[src/rtl/seg_pkg.sv]
// Shared definitions for the 4-digit multiplexed 7-segment display.
// Holds the active-low segment patterns {g,f,e,d,c,b,a} for the decimal
// digits, the "everything dark" codes for segments and anodes, and the
// BCD digit type used throughout the display path.
package seg_pkg;

  typedef logic [3:0] digit_t;

  localparam logic [6:0] SEG_0   = 7'h40;
  localparam logic [6:0] SEG_1   = 7'h79;
  localparam logic [6:0] SEG_2   = 7'h24;
  localparam logic [6:0] SEG_3   = 7'h30;
  localparam logic [6:0] SEG_4   = 7'h19;
  localparam logic [6:0] SEG_5   = 7'h12;
  localparam logic [6:0] SEG_6   = 7'h02;
  localparam logic [6:0] SEG_7   = 7'h78;
  localparam logic [6:0] SEG_8   = 7'h00;
  localparam logic [6:0] SEG_9   = 7'h10;
  localparam logic [6:0] SEG_OFF = 7'h7F;

  localparam logic [3:0] AN_OFF  = 4'b1111;

endpackage

[src/rtl/seg_display_scan_bcd_to_seg.sv]
// Combinational BCD to 7-segment decoder for a common-anode display.
// Ports:
//   bcd  in  4  BCD digit; codes above 9 are treated as invalid
//   seg  out 7  active-low segment pattern {g,f,e,d,c,b,a}
// Invalid codes decode to all segments dark rather than a garbage glyph.
module bcd_to_seg
  import seg_pkg::*;
(
  input  digit_t     bcd,
  output logic [6:0] seg
);

  always_comb begin
    seg = SEG_OFF;
    case (bcd)
      4'd0: seg = SEG_0;
      4'd1: seg = SEG_1;
      4'd2: seg = SEG_2;
      4'd3: seg = SEG_3;
      4'd4: seg = SEG_4;
      4'd5: seg = SEG_5;
      4'd6: seg = SEG_6;
      4'd7: seg = SEG_7;
      4'd8: seg = SEG_8;
      4'd9: seg = SEG_9;
      default: seg = SEG_OFF;
    endcase
  end

endmodule

[src/rtl/seg_display_scan.sv]
// Time-multiplexed driver for a 4-digit common-anode 7-segment display.
// The four BCD digits are captured together at the end of every scan frame,
// so one frame never mixes old and new values. Supports leading-zero
// blanking, per-digit decimal points and whole-display blinking.
// Ports:
//   clk        in   1  system clock
//   rst        in   1  synchronous reset, active-high
//   time0..3   in   4  BCD digits, time0 = rightmost (LSD), time3 = leftmost
//   blank_lead in   1  blank leading zeros on digits 3..1
//   dp_sel     in   4  dp_sel[i] lights the decimal point of digit i (live)
//   blink_en   in   1  blink the whole display every BLINK_FRAMES frames
//   an         out  4  digit enables, active-low
//   seg        out  7  segments {g,f,e,d,c,b,a}, active-low
//   dp         out  1  decimal point, active-low
module seg_display_scan
  import seg_pkg::*;
#(
  parameter int REFRESH_DIV  = 100000,
  parameter int DIV_W        = 17,
  parameter int BLINK_FRAMES = 125
) (
  input  logic       clk,
  input  logic       rst,
  input  digit_t     time0,
  input  digit_t     time1,
  input  digit_t     time2,
  input  digit_t     time3,
  input  logic       blank_lead,
  input  logic [3:0] dp_sel,
  input  logic       blink_en,
  output logic [3:0] an,
  output logic [6:0] seg,
  output logic       dp
);

  localparam int FC_W = (BLINK_FRAMES > 1) ? $clog2(BLINK_FRAMES) : 1;

  logic [DIV_W-1:0] div;
  logic [1:0]       idx;
  digit_t           snap [4];
  logic [FC_W-1:0]  frame_cnt;
  logic             blink_ph;

  logic             tick;
  logic             frame_end;
  logic             blk1, blk2, blk3;
  logic             cur_blank;
  digit_t           cur_digit;
  logic [6:0]       dec_seg;

  assign tick      = (div == DIV_W'(REFRESH_DIV - 1));
  assign frame_end = tick && (idx == 2'd3);

  // Scan state: divider, digit index, frame snapshot and blink timing.
  // The snapshot, index wrap and frame counter all move on the same edge
  // at frame end so the next frame starts from a consistent picture.
  always_ff @(posedge clk) begin
    if (rst) begin
      div       <= '0;
      idx       <= '0;
      frame_cnt <= '0;
      blink_ph  <= 1'b0;
      for (int i = 0; i < 4; i++) snap[i] <= '0;
    end else begin
      div <= tick ? '0 : div + 1'b1;
      if (tick) idx <= idx + 2'd1;
      if (frame_end) begin
        snap[0] <= time0;
        snap[1] <= time1;
        snap[2] <= time2;
        snap[3] <= time3;
        if (frame_cnt == FC_W'(BLINK_FRAMES - 1)) begin
          frame_cnt <= '0;
          blink_ph  <= ~blink_ph;
        end else begin
          frame_cnt <= frame_cnt + 1'b1;
        end
      end
    end
  end

  // A digit is blanked only when it and every digit to its left are zero.
  assign blk3 = blank_lead && (snap[3] == 4'd0);
  assign blk2 = blk3 && (snap[2] == 4'd0);
  assign blk1 = blk2 && (snap[1] == 4'd0);

  always_comb begin
    cur_digit = snap[idx];
    cur_blank = 1'b0;
    case (idx)
      2'd1:    cur_blank = blk1;
      2'd2:    cur_blank = blk2;
      2'd3:    cur_blank = blk3;
      default: cur_blank = 1'b0;
    endcase
  end

  bcd_to_seg u_dec (
    .bcd (cur_digit),
    .seg (dec_seg)
  );

  // Registered outputs. The anodes stay dark for the first cycle of each
  // slot so the previous digit's segments never flash on the new digit.
  always_ff @(posedge clk) begin
    if (rst) begin
      an  <= AN_OFF;
      seg <= SEG_OFF;
      dp  <= 1'b1;
    end else begin
      if ((div == '0) || (blink_en && blink_ph)) an <= AN_OFF;
      else                                       an <= ~(4'b0001 << idx);
      seg <= cur_blank ? SEG_OFF : dec_seg;
      dp  <= ~dp_sel[idx];
    end
  end

endmodule
[config.mk]
export PLATFORM = sky130hd
export DESIGN_NAME = seg_display_scan
export DESIGN_NICKNAME = d
export VERILOG_FILES = /design/src/rtl/seg_pkg.sv /design/src/rtl/seg_display_scan_bcd_to_seg.sv /design/src/rtl/seg_display_scan.sv
export SDC_FILE = /design/constraint.sdc
export NUM_CORES = 1
export LEC_CHECK = 0
export CORE_MARGIN = 5
export CORE_UTILIZATION = 35
export CTS_BUF_LIST = sky130_fd_sc_hd__clkbuf_4 sky130_fd_sc_hd__clkbuf_8
export DETAILED_ROUTE_END_ITERATION = 7
export PLACE_DENSITY = 0.64
export SYNTH_ARGS = -nofsm -noshare
export SYNTH_HDL_FRONTEND = slang
export SYNTH_HIERARCHICAL = 1
export SYNTH_SLANG_ARGS = --single-unit
[constraint.sdc]
create_clock -name clk -period 2.8 [get_ports clk]
set_input_delay 0.56 -clock clk [delete_from_list [all_inputs] [get_ports clk]]
set_output_delay 0.56 -clock clk [all_outputs]
set_load 0.02 [all_outputs]
==> impl_metrics.csv, run 1 <==
group,metric,value,unit
setup_path,end_kind,"flop",
global_route,grt_pass1_vias,2150,
cells_and_area,nNetsFinal,363,
synthesis,syn_area,2820,sq um
setup_path,setup.worst_path.start,"div[13]$_SDFF_PP0_",
setup_path,crit_top_cell,"or4_4",
die,io_pins,36,
setup_path,r2r_cells,5,
clock_tree,clock_latency,0.34,ns
cells_and_area,layout-drive-gt1-share,0.0970,
synthesis,synth_cell_types,44,
power_and_ir_drop,seqPwrFrac,0.502,
synthesis,synth.yosys.seq_area_share,0.462,
setup_path,crit_family,"simple AND/OR/NAND/NOR gates",
sta,rsz0062_at_grt,"false",
setup_path,cp-start-kind,"flop",
route,drtAntennaViolNets,0,
power_and_ir_drop,power_frac_comb,0.075,
sta,clock-skew-final,0.00831,ns
die,die_w,99.7,um
global_route,grt_pass1_wl,9.94,mm
power_and_ir_drop,p_sw_frac,0.230,
clock_tree,cts_buffer_depth,2,
synthesis,syn_avg_cell_area,9.85,sq um
power_and_ir_drop,internal_power,1.35,mW
clock_tree,cts_buffers,9,
worst_hold_path,hold_path_end,"div[0]$_SDFF_PP0_",
cells_and_area,antennaDiodeCount,0,
place,place_congestion,0.783,
setup_path,r2r-end,"snap[2][2]$_SDFFCE_PN0P_",
setup_path,r2r_start,"div[13]$_SDFF_PP0_",
clock_tree,post_cts_resized,0,
worst_hold_path,whs_path_depth,1,
power_and_ir_drop,pwr-share-clk,0.423,
global_route,grt_overflow,0,
power_and_ir_drop,powerDensity,510,nW/um^2
worst_hold_path,hp-class,"reg -> reg",
clock_tree,clk_pin_slew,0.07,ns
route,dr.first_iter.drc_count,93,
die,initial_core_util,0.363,
route,dr_total_vias,2158,
place,io_buffers,35,
cells_and_area,area_delta_synth_final,22.4,%
die,die_h,99.7,um
setup_path,worst-r2r-setup-slack,0.49,ns
clock_tree,root_buffer,"clkbuf_8",
route,drt-wirelength-per-cell,13.6,um
sta,slew_viol_final,0,
worst_hold_path,hp-start,"div[0]$_SDFF_PP0_",
sta,post-route-min-period,2.31,ns
clock_tree,cts_hold_buf,0,
die,num_rows,32,
sta,hold_violations,0,
setup_path,critPathMaxStageDelay,0.66,ns
power_and_ir_drop,power.leakage,1.22,nW
global_route,grt_usage,0.125,
setup_path,critPathBufInv,1,
synthesis,async_flop_share,0,
sta,tightest_slew,0.447,ns
setup_path,worstSetupPathType,"reg -> reg",
route,drc,0,
synthesis,ys.flop_type,"dfxtp_1",
setup_path,slowest_stage,"or4_4",
die,die-area,9940,sq um
clock_tree,cts_tree,"built",
synthesis,synth-edff-count,16,
global_route,grt_start_max_net_pins,18,
clock_tree,cts_setup_buffers,0,
clock_tree,cts.htree.levels,3,
sta,relSlewSlack,0.701,
setup_path,required,3.01,ns
flow_run,drv_cap,0,
status,outcome,"complete, no violations",
route,dr.pass1.iters,4,
sta,min_period_over_period,0.826,
setup_path,cp_cell_sequence,"or4_4, or4_4, nor4b_4, buf_4, and2_1",
synthesis,synthCells,286,
global_route,antenna_found_initial,0,
synthesis,yosysWarningCount,6,
sta,setup_viol,0,
route,viasPerCell,5.00,
synthesis,ys_seq_elements,57,
route,routed_wl,5.88,mm
clock_tree,cts_sinks,57,
power_and_ir_drop,vdd_ir_drop_max,0.000205,V
place,dp_hpwl,4.30,mm
setup_path,critPathMaxFanout,17,
cells_and_area,finish.utilization,0.444,
synthesis,syn_nets,324,
die,core,7770,sq um
power_and_ir_drop,switching_power,0.404,mW
setup_path,arrival,2.52,ns
sta,fin_setup_tns,0,ns
sta,max_freq,432,MHz
## cell families after synthesis
kind of cell / after synthesis / share of synthesized area
and+or+nand+nor: 118 / 0.239
AOI/OAI and AO/OA: 56 / 0.120
xor gates and xnor gates: 11 / 0.0342
DFF: 57 / 0.462
adders and majority gates: 14 / 0.0622
muxes: 5 / 0.0400
buffers and inverters: 25 / 0.0422
## worst max path at each step
stage,end,slack [ns],cells past startpoint
5_1_grt,snap[2][2]$_SDFFCE_PN0P_,0.34,6
6_report,snap[2][2]$_SDFFCE_PN0P_,0.49,5
4_1_cts,snap[2][2]$_SDFFCE_PN0P_,0.48,5
2_1_floorplan,snap[0][0]$_SDFFCE_PN0P_,0.55,7
3_3_place_gp,snap[2][1]$_SDFFCE_PN0P_,0.51,5
3_5_place_dp,snap[2][2]$_SDFFCE_PN0P_,0.48,5
## cells in the final DEF (no fill, tap or decap), types with 2 or more instances in the layout
master / instances
inv_1: 14
nand2b_1: 7
nor2_1: 28
or4_4: 2
clkinv_2: 2
or4b_1: 3
and2_1: 18
xnor2_1: 8
clkdlybuf4s50_1: 35
nand2_1: 14
and3_1: 5
edfxtp_1: 16
a22oi_1: 2
nor3_1: 4
or3_1: 5
a21o_1: 2
a21oi_1: 19
o21ai_0: 20
clkinvlp_4: 2
nor4_1: 7
o31ai_1: 6
dfxtp_1: 41
buf_4: 4
nand3_1: 9
xor2_1: 3
clkbuf_8: 9
nand4_1: 2
mux4_2: 5
ha_1: 14
nand3b_1: 2
or4_1: 5
## power by group through the flow
| stage | clock (mW) | combinational [mW] | sequential, mW |
|---|---|---|---|
| after CTS | 0.764 | 0.133 | 0.884 |
| after global routing | 0.795 | 0.145 | 0.886 |
| after detailed placement | 0 | 0.133 | 0.902 |
| final | 0.744 | 0.131 | 0.883 |
| after global placement | 0 | 0.131 | 0.901 |
| after floorplan | 0 | 0.0581 | 0.910 |
## per-layer routing
| layer | track usage | vias to the layer above | share of wire |
|---|---|---|---|
| li1 | - | 1105 | - |
| met1 | 0.150 | 998 | 0.47 |
| met2 | 0.205 | 42 | 0.46 |
| met3 | 0.0316 | 13 | 0.052 |
| met4 | 0.0683 | 0 | 0.021 |
| met5 | 0 | - | 0 |
## area by class of cell
cell class | count | area [sq um]
timing repair buffer | 39 | 380
fill | 753 | 4320
clock inverter | 6 | 58.8
inverter | 14 | 52.6
multi-input combinational | 204 | 1400
clock buffer | 10 | 131
tap | 102 | 128
sequential | 57 | 1300
## cell usage after synthesis, drive strengths merged (3+ instances only)
| master | number | area, sq um |
|---|---|---|
| a21oi | 20 | 104 |
| and2 | 18 | 113 |
| and3 | 5 | 31.3 |
| buf | 6 | 47.5 |
| clkbuf | 5 | 18.8 |
| dfxtp | 41 | 821 |
| edfxtp | 16 | 480 |
| ha | 14 | 175 |
| inv | 14 | 52.6 |
| mux4 | 5 | 113 |
| nand2 | 14 | 52.6 |
| nand2b | 7 | 43.8 |
| nand3 | 9 | 45.0 |
| nor2 | 28 | 105 |
| nor3 | 4 | 20.0 |
| nor4 | 7 | 43.8 |
| o21ai | 20 | 100 |
| o31ai | 6 | 45.0 |
| or3 | 5 | 31.3 |
| or4 | 7 | 60.1 |
| or4b | 3 | 30.0 |
| xnor2 | 8 | 70.1 |
| xor2 | 3 | 26.3 |
## worst reg2reg max path: cells and delay by family, from the launching register on
family	cells	cell delay [ns]
DFF	1	0.33
buffers and inverters	1	0.21
and+or+nand+nor	4	1.65
## per-stage QoR
stage	power (mW)	hold WS [ns]	setup slack, ns	instance area [sq um]	std cells
finish	1.76	0.480	0.488	3450	432
global route	1.83	0.507	0.336	3450	432
CTS	1.78	0.486	0.476	3450	432
detailed placement	1.03	0.474	0.484	3260	416
global placement	1.03	0.460	0.514	3260	416
floorplan	0.968	0.441	0.552	2820	286
## sequential cells by signal, indices dropped and copies added, names as in the netlist, named ones only
name and flops:
blink_ph 1, idx 2, dp 1, seg 7, snap 16, div 17
an 4, frame_cnt 7
(Power assumes the default switching activity.)
==> run 2: changes to the inputs <==
- PLACE_DENSITY: 0.64 -> 0.66
- clock period: 2.8 -> 2.1 ns (I/O delays scaled with it)
==> impl_metrics.csv, run 2 (synthesized netlist as in run 1, its figures left out) <==
group,metric,value,unit
sta,fin_ws,-0.00989,ns
global_route,grt_pass1_wl,10.0,mm
cells_and_area,mostFrequentLayoutCell,"dfxtp_1",
setup_path,slowest_stage,"or4_4",
sta,post-route-min-period,2.11,ns
global_route,grt_usage,0.126,
cells_and_area,fillerInstances,732,
clock_tree,cts_hold_buf,0,
worst_hold_path,hp-class,"reg -> reg",
die,num_rows,32,
power_and_ir_drop,powerDensity,638,nW/um^2
route,drc,0,
setup_path,critPathMaxStageDelay,0.61,ns
setup_path,required,2.37,ns
route,dr.pass1.iters,4,
cells_and_area,nNetsFinal,388,
cells_and_area,antennaDiodeCount,0,
route,viasPerCell,4.88,
route,dr.first_iter.drc_count,69,
place,dpl_cell_area,3460,sq um
setup_path,end_kind,"flop",
clock_tree,cts_buffers,9,
cells_and_area,regMostFlops,"div",
die,die_h,99.7,um
global_route,grt_start_max_net_pins,17,
cells_and_area,final_cell_mix,"39 x dfxtp_1, 35 x clkdlybuf4s50_1, 28 x nor2_1, 24 x buf_4, 20 x o21ai_0",
sta,whs,0.491,ns
clock_tree,cts.htree.levels,3,
sta,setup_viol,1,
die,die-area,9940,sq um
sta,clock-skew-final,0.00897,ns
place,place_congestion,0.848,
clock_tree,cts_tree,"built",
sta,slew_viol_final,0,
cells_and_area,largest_register_ff_count,17,
cells_and_area,final-seq-area,1300,sq um
sta,relSlewSlack,0.716,
power_and_ir_drop,vdd_ir_drop_max,0.000258,V
cells_and_area,top_regs,"div x17, snap x16",
global_route,antenna_found_initial,0,
sta,max_freq,474,MHz
flow_run,drv_cap,0,
setup_path,cp_cell_sequence,"or3_4, or4_4, buf_6, or4_1, a21oi_1",
route,drtAntennaViolNets,0,
cells_and_area,postLayoutCellArea,3730,sq um
clock_tree,cts_buffer_depth,2,
setup_path,worstSetupPathType,"reg -> reg",
cells_and_area,layout-drive-gt1-share,0.194,
setup_path,critPathMaxFanout,5,
setup_path,arrival,2.38,ns
cells_and_area,multi_input_area,1450,sq um
global_route,grt_overflow,0,
sta,min_period_over_period,1.00,
route,drt-wirelength-per-cell,12.9,um
sta,hold_violations,0,
route,routed_wl,5.89,mm
die,io_pins,36,
status,violations,"negative setup slack",
sta,tightest_slew,0.422,ns
global_route,grt_pass1_vias,2144,
clock_tree,cts_sinks,57,
die,core,7770,sq um
place,io_buffers,35,
cells_and_area,area_delta_synth_final,32.3,%
route,dr_total_vias,2228,
die,die_w,99.7,um
clock_tree,root_buffer,"clkbuf_8",
place,pre_cts_slack,-0.109,ns
power_and_ir_drop,power.leakage,1.36,nW
setup_path,cp-start-kind,"flop",
sta,fin_setup_tns,-0.00989,ns
sta,rsz0062_at_grt,"true",
clock_tree,clk_pin_slew,0.06,ns
die,initial_core_util,0.363,
place,dp_hpwl,4.31,mm
status,outcome,"finished with violations",
clock_tree,clock_latency,0.34,ns
run 2: cell count changes in the layout (fill, tap and decap cells not counted), moves of 2 or more:
| cell | delta |
|---|---|
| clkbuf_4 | +3 |
| buf_4 | +20 |
| buf_12 | +2 |
| a21oi_1 | -3 |
| or4_4 | +2 |
| dfxtp_2 | +2 |
| buf_6 | +2 |
| a21oi_2 | +3 |
| dfxtp_1 | -2 |
run 2: through the flow:
stage | cells | total power [mW] | util
5_1_grt | 457 | 2.48 | 0.480
3_5_place_dp | 439 | 1.40 | 0.445
6_report | 457 | 2.38 | 0.480
3_3_place_gp | 439 | 1.39 | 0.445
2_1_floorplan | 286 | 1.29 | -
4_1_cts | 455 | 2.41 | 0.473
run 2: report_power, final:
group          switching, mW  internal, mW  total [mW]
registers             0.0134          1.16        1.18
clock network          0.407         0.599        1.01
logic                 0.0898         0.107       0.197
total                  0.510          1.87        2.38
run 2: repair_timing:
action                                  CTS  global route
setup buffers                             0             1
cloned                                    0             1
resized for setup                         6             9
endpoints found under the setup margin   50            42
pin swaps                                 1             2
run 2: path summary, 6_finish.rpt:
check / from / depth (start not counted) / to / slack [ns]
min reg2reg: frame_cnt[6]$_SDFFE_PP0P_ / 2 / frame_cnt[6]$_SDFFE_PP0P_ / 0.49
max: div[8]$_SDFF_PP0_ / 5 / frame_cnt[6]$_SDFFE_PP0P_ / -0.01
min: frame_cnt[6]$_SDFFE_PP0P_ / 2 / frame_cnt[6]$_SDFFE_PP0P_ / 0.49
max reg2reg: div[8]$_SDFF_PP0_ / 5 / frame_cnt[6]$_SDFFE_PP0P_ / -0.01
run 2: layout make-up:
cell class | instances | share of cell area
well taps | 102 | 0.0343
inverters | 14 | 0.0141
repair buffers | 63 | 0.159
multi-input cells | 205 | 0.390
flip-flops and latches | 57 | 0.350
clock inverters | 3 | 0.0114
clock buffers | 13 | 0.0413
run 2: worst max-delay path: cells and delay by family, from the launching register on:
family,cells,cell delay [ns]
buffers and inverters,1,0.15
AOI/OAI and AO/OA,1,0.15
and+or+nand+nor,3,1.42
DFF,1,0.33
run 2: layer usage:
| layer | routed length (um) | track usage | vias to the layer above |
|---|---|---|---|
| li1 | - | - | 1154 |
| met2 | 2690 | 0.192 | 40 |
| met5 | 0 | 0 | - |
| met1 | 2830 | 0.162 | 1026 |
| met4 | 93 | 0.0599 | 0 |
| met3 | 269 | 0.0379 | 8 |
==> run 3: changes to the inputs <==
- CORE_UTILIZATION: 35 -> 29
- PLACE_DENSITY: 0.66 -> 0.58
==> impl_metrics.csv, run 3 (synthesized netlist as in run 1, its figures left out) <==
group,metric,value,unit
worst_hold_path,whs_path_depth,2,
global_route,grt_busiest_layer,"met2",
die,die_h,109,um
cells_and_area,area_delta_synth_final,36.7,%
cells_and_area,regMostFlops,"div",
cells_and_area,largest_register_ff_count,17,
setup_path,arrival,2.20,ns
sta,min_period_over_period,1.02,
power_and_ir_drop,vdd_ir_drop_max,0.000310,V
sta,relSlewSlack,0.691,
clock_tree,clk_pin_slew,0.07,ns
setup_path,end_kind,"flop",
power_and_ir_drop,internal_power,1.95,mW
place,dpl_cell_area,3490,sq um
setup_path,critPathBufInv,2,
power_and_ir_drop,seqPwrFrac,0.468,
power_and_ir_drop,p_sw_frac,0.222,
setup_path,cp-start-kind,"flop",
die,core,9640,sq um
route,dr_total_vias,2296,
setup_path,cp_cell_sequence,"or4_4, buf_4, nor4_4, and3_4, or2_4, clkbuf_16",
sta,clock-skew-final,0.0113,ns
status,outcome,"finished with violations",
cells_and_area,top_regs,"div x17, snap x16",
global_route,grt_start_max_net_pins,20,
clock_tree,cts_buffers,9,
cells_and_area,postLayoutCellArea,3850,sq um
cells_and_area,antennaDiodeCount,0,
power_and_ir_drop,power.leakage,1.40,nW
setup_path,crit_family,"simple AND/OR/NAND/NOR gates",
cells_and_area,nNetsFinal,393,
status,violations,"negative setup slack",
place,place_congestion,0.749,
sta,rsz0062_at_grt,"true",
cells_and_area,layout-drive-gt1-share,0.200,
sta,max_freq,467,MHz
worst_hold_path,hp-class,"reg -> reg",
place,io_buffers,35,
cells_and_area,final_cell_mix,"37 x dfxtp_1, 35 x clkdlybuf4s50_1, 28 x nor2_1, 27 x buf_4, 19 x o21ai_0",
clock_tree,root_buffer,"clkbuf_8",
power_and_ir_drop,fin_total_pwr,2.51,mW
place,dp_hpwl,4.47,mm
setup_path,required,2.16,ns
power_and_ir_drop,powerDensity,652,nW/um^2
sta,setup_viol,20,
flow_run,drv_cap,0,
setup_path,slowest_stage,"or4_4",
sta,slew_viol_final,0,
global_route,grt_use_met1,0.150,
clock_tree,clock_latency,0.34,ns
route,dr.pass1.iters,4,
power_and_ir_drop,switching_power,0.556,mW
sta,hold_violations,0,
route,drt-wirelength-per-cell,13.2,um
cells_and_area,finish.utilization,0.399,
sta,fin_ws,-0.0435,ns
global_route,grt_usage,0.112,
setup_path,crit_cells,6,
clock_tree,cts.htree.levels,3,
clock_tree,cts_sinks,57,
sta,whs,0.491,ns
die,die_w,109,um
global_route,grt_overflow,0,
setup_path,critPathMaxStageDelay,0.55,ns
route,viasPerCell,4.66,
power_and_ir_drop,power_frac_comb,0.083,
setup_path,worstSetupPathType,"reg -> reg",
clock_tree,cts_buffer_depth,2,
cells_and_area,mostFrequentLayoutCell,"dfxtp_1",
global_route,grt_pass1_wl,10.4,mm
sta,post-route-min-period,2.14,ns
route,drc,0,
global_route,gr-usage-met2,0.162,
global_route,met3_usage,0.0400,
power_and_ir_drop,pwr-share-clk,0.448,
die,die-area,11800,sq um
setup_path,critPathMaxFanout,8,
sta,tightest_slew,0.460,ns
route,dr.first_iter.drc_count,92,
route,drtAntennaViolNets,0,
clock_tree,cts_hold_buf,0,
route,routed_wl,6.52,mm
setup_path,r2r_cells,6,
die,io_pins,36,
die,initial_core_util,0.292,
global_route,grt_pass1_vias,2197,
global_route,antenna_found_initial,0,
clock_tree,cts_tree,"built",
die,num_rows,36,
[run 3: timing repair]
| action | in CTS | in global routing |
|---|---|---|
| pin swaps | 1 | 7 |
| resized for setup | 3 | 13 |
| setup buffers | 1 | 3 |
| endpoints found under the setup margin | 55 | 42 |
| cloned | 0 | 3 |
[run 3: cell type report]
class | count | area [sq um]
Fill cell | 982 | 5790
Clock buffer | 10 | 131
Inverter | 14 | 52.6
Sequential cell | 57 | 1310
Tap cell | 133 | 166
Timing Repair Buffer | 68 | 666
Clock inverter | 6 | 82.6
Multi-Input combinational cell | 205 | 1450
[run 3: worst register-to-register path: stages, from the launching register on]
cell	delay, ns
dfxtp_2	0.32
or4_4	0.55
buf_4	0.17
nor4_4	0.30
and3_4	0.23
or2_4	0.15
clkbuf_16	0.15
[run 3: metrics by stage]
| stage | TNS [ns] | worst slack, ns | cells |
|---|---|---|---|
| after floorplan | -3.50 | -0.133 | 286 |
| after global placement | -3.00 | -0.107 | 470 |
| after detailed placement | -4.12 | -0.157 | 470 |
| after CTS | -0.151 | -0.0335 | 487 |
| after global routing | -2.75 | -0.104 | 493 |
| final | -0.550 | -0.0435 | 493 |
[run 3: metal layers]
layer | routed length (um) | share of wire
met2 | 2890 | 0.44
met4 | 104 | 0.016
met5 | 0 | 0
met1 | 3160 | 0.48
met3 | 369 | 0.057
[run 3: power by group through the flow]
stage,Clock (mW),Sequential (mW),Combinational [mW]
after floorplan,0,1.21,0.0783
after global placement,0,1.20,0.197
after CTS,1.16,1.17,0.198
after detailed placement,0,1.20,0.197
final,1.12,1.18,0.209
after global routing,1.21,1.18,0.229
[run 3: final timing paths]
| kind | startpoint | to | slack (ns) |
|---|---|---|---|
| worst max-delay path | div[13]$_SDFF_PP0_ | snap[3][3]$_SDFFCE_PN0P_ | -0.04 |
| worst min-delay path | frame_cnt[6]$_SDFFE_PP0P_ | frame_cnt[6]$_SDFFE_PP0P_ | 0.49 |
| worst max register to register | div[13]$_SDFF_PP0_ | snap[3][3]$_SDFFCE_PN0P_ | -0.04 |
| worst min register to register | frame_cnt[6]$_SDFFE_PP0P_ | frame_cnt[6]$_SDFFE_PP0P_ | 0.49 |
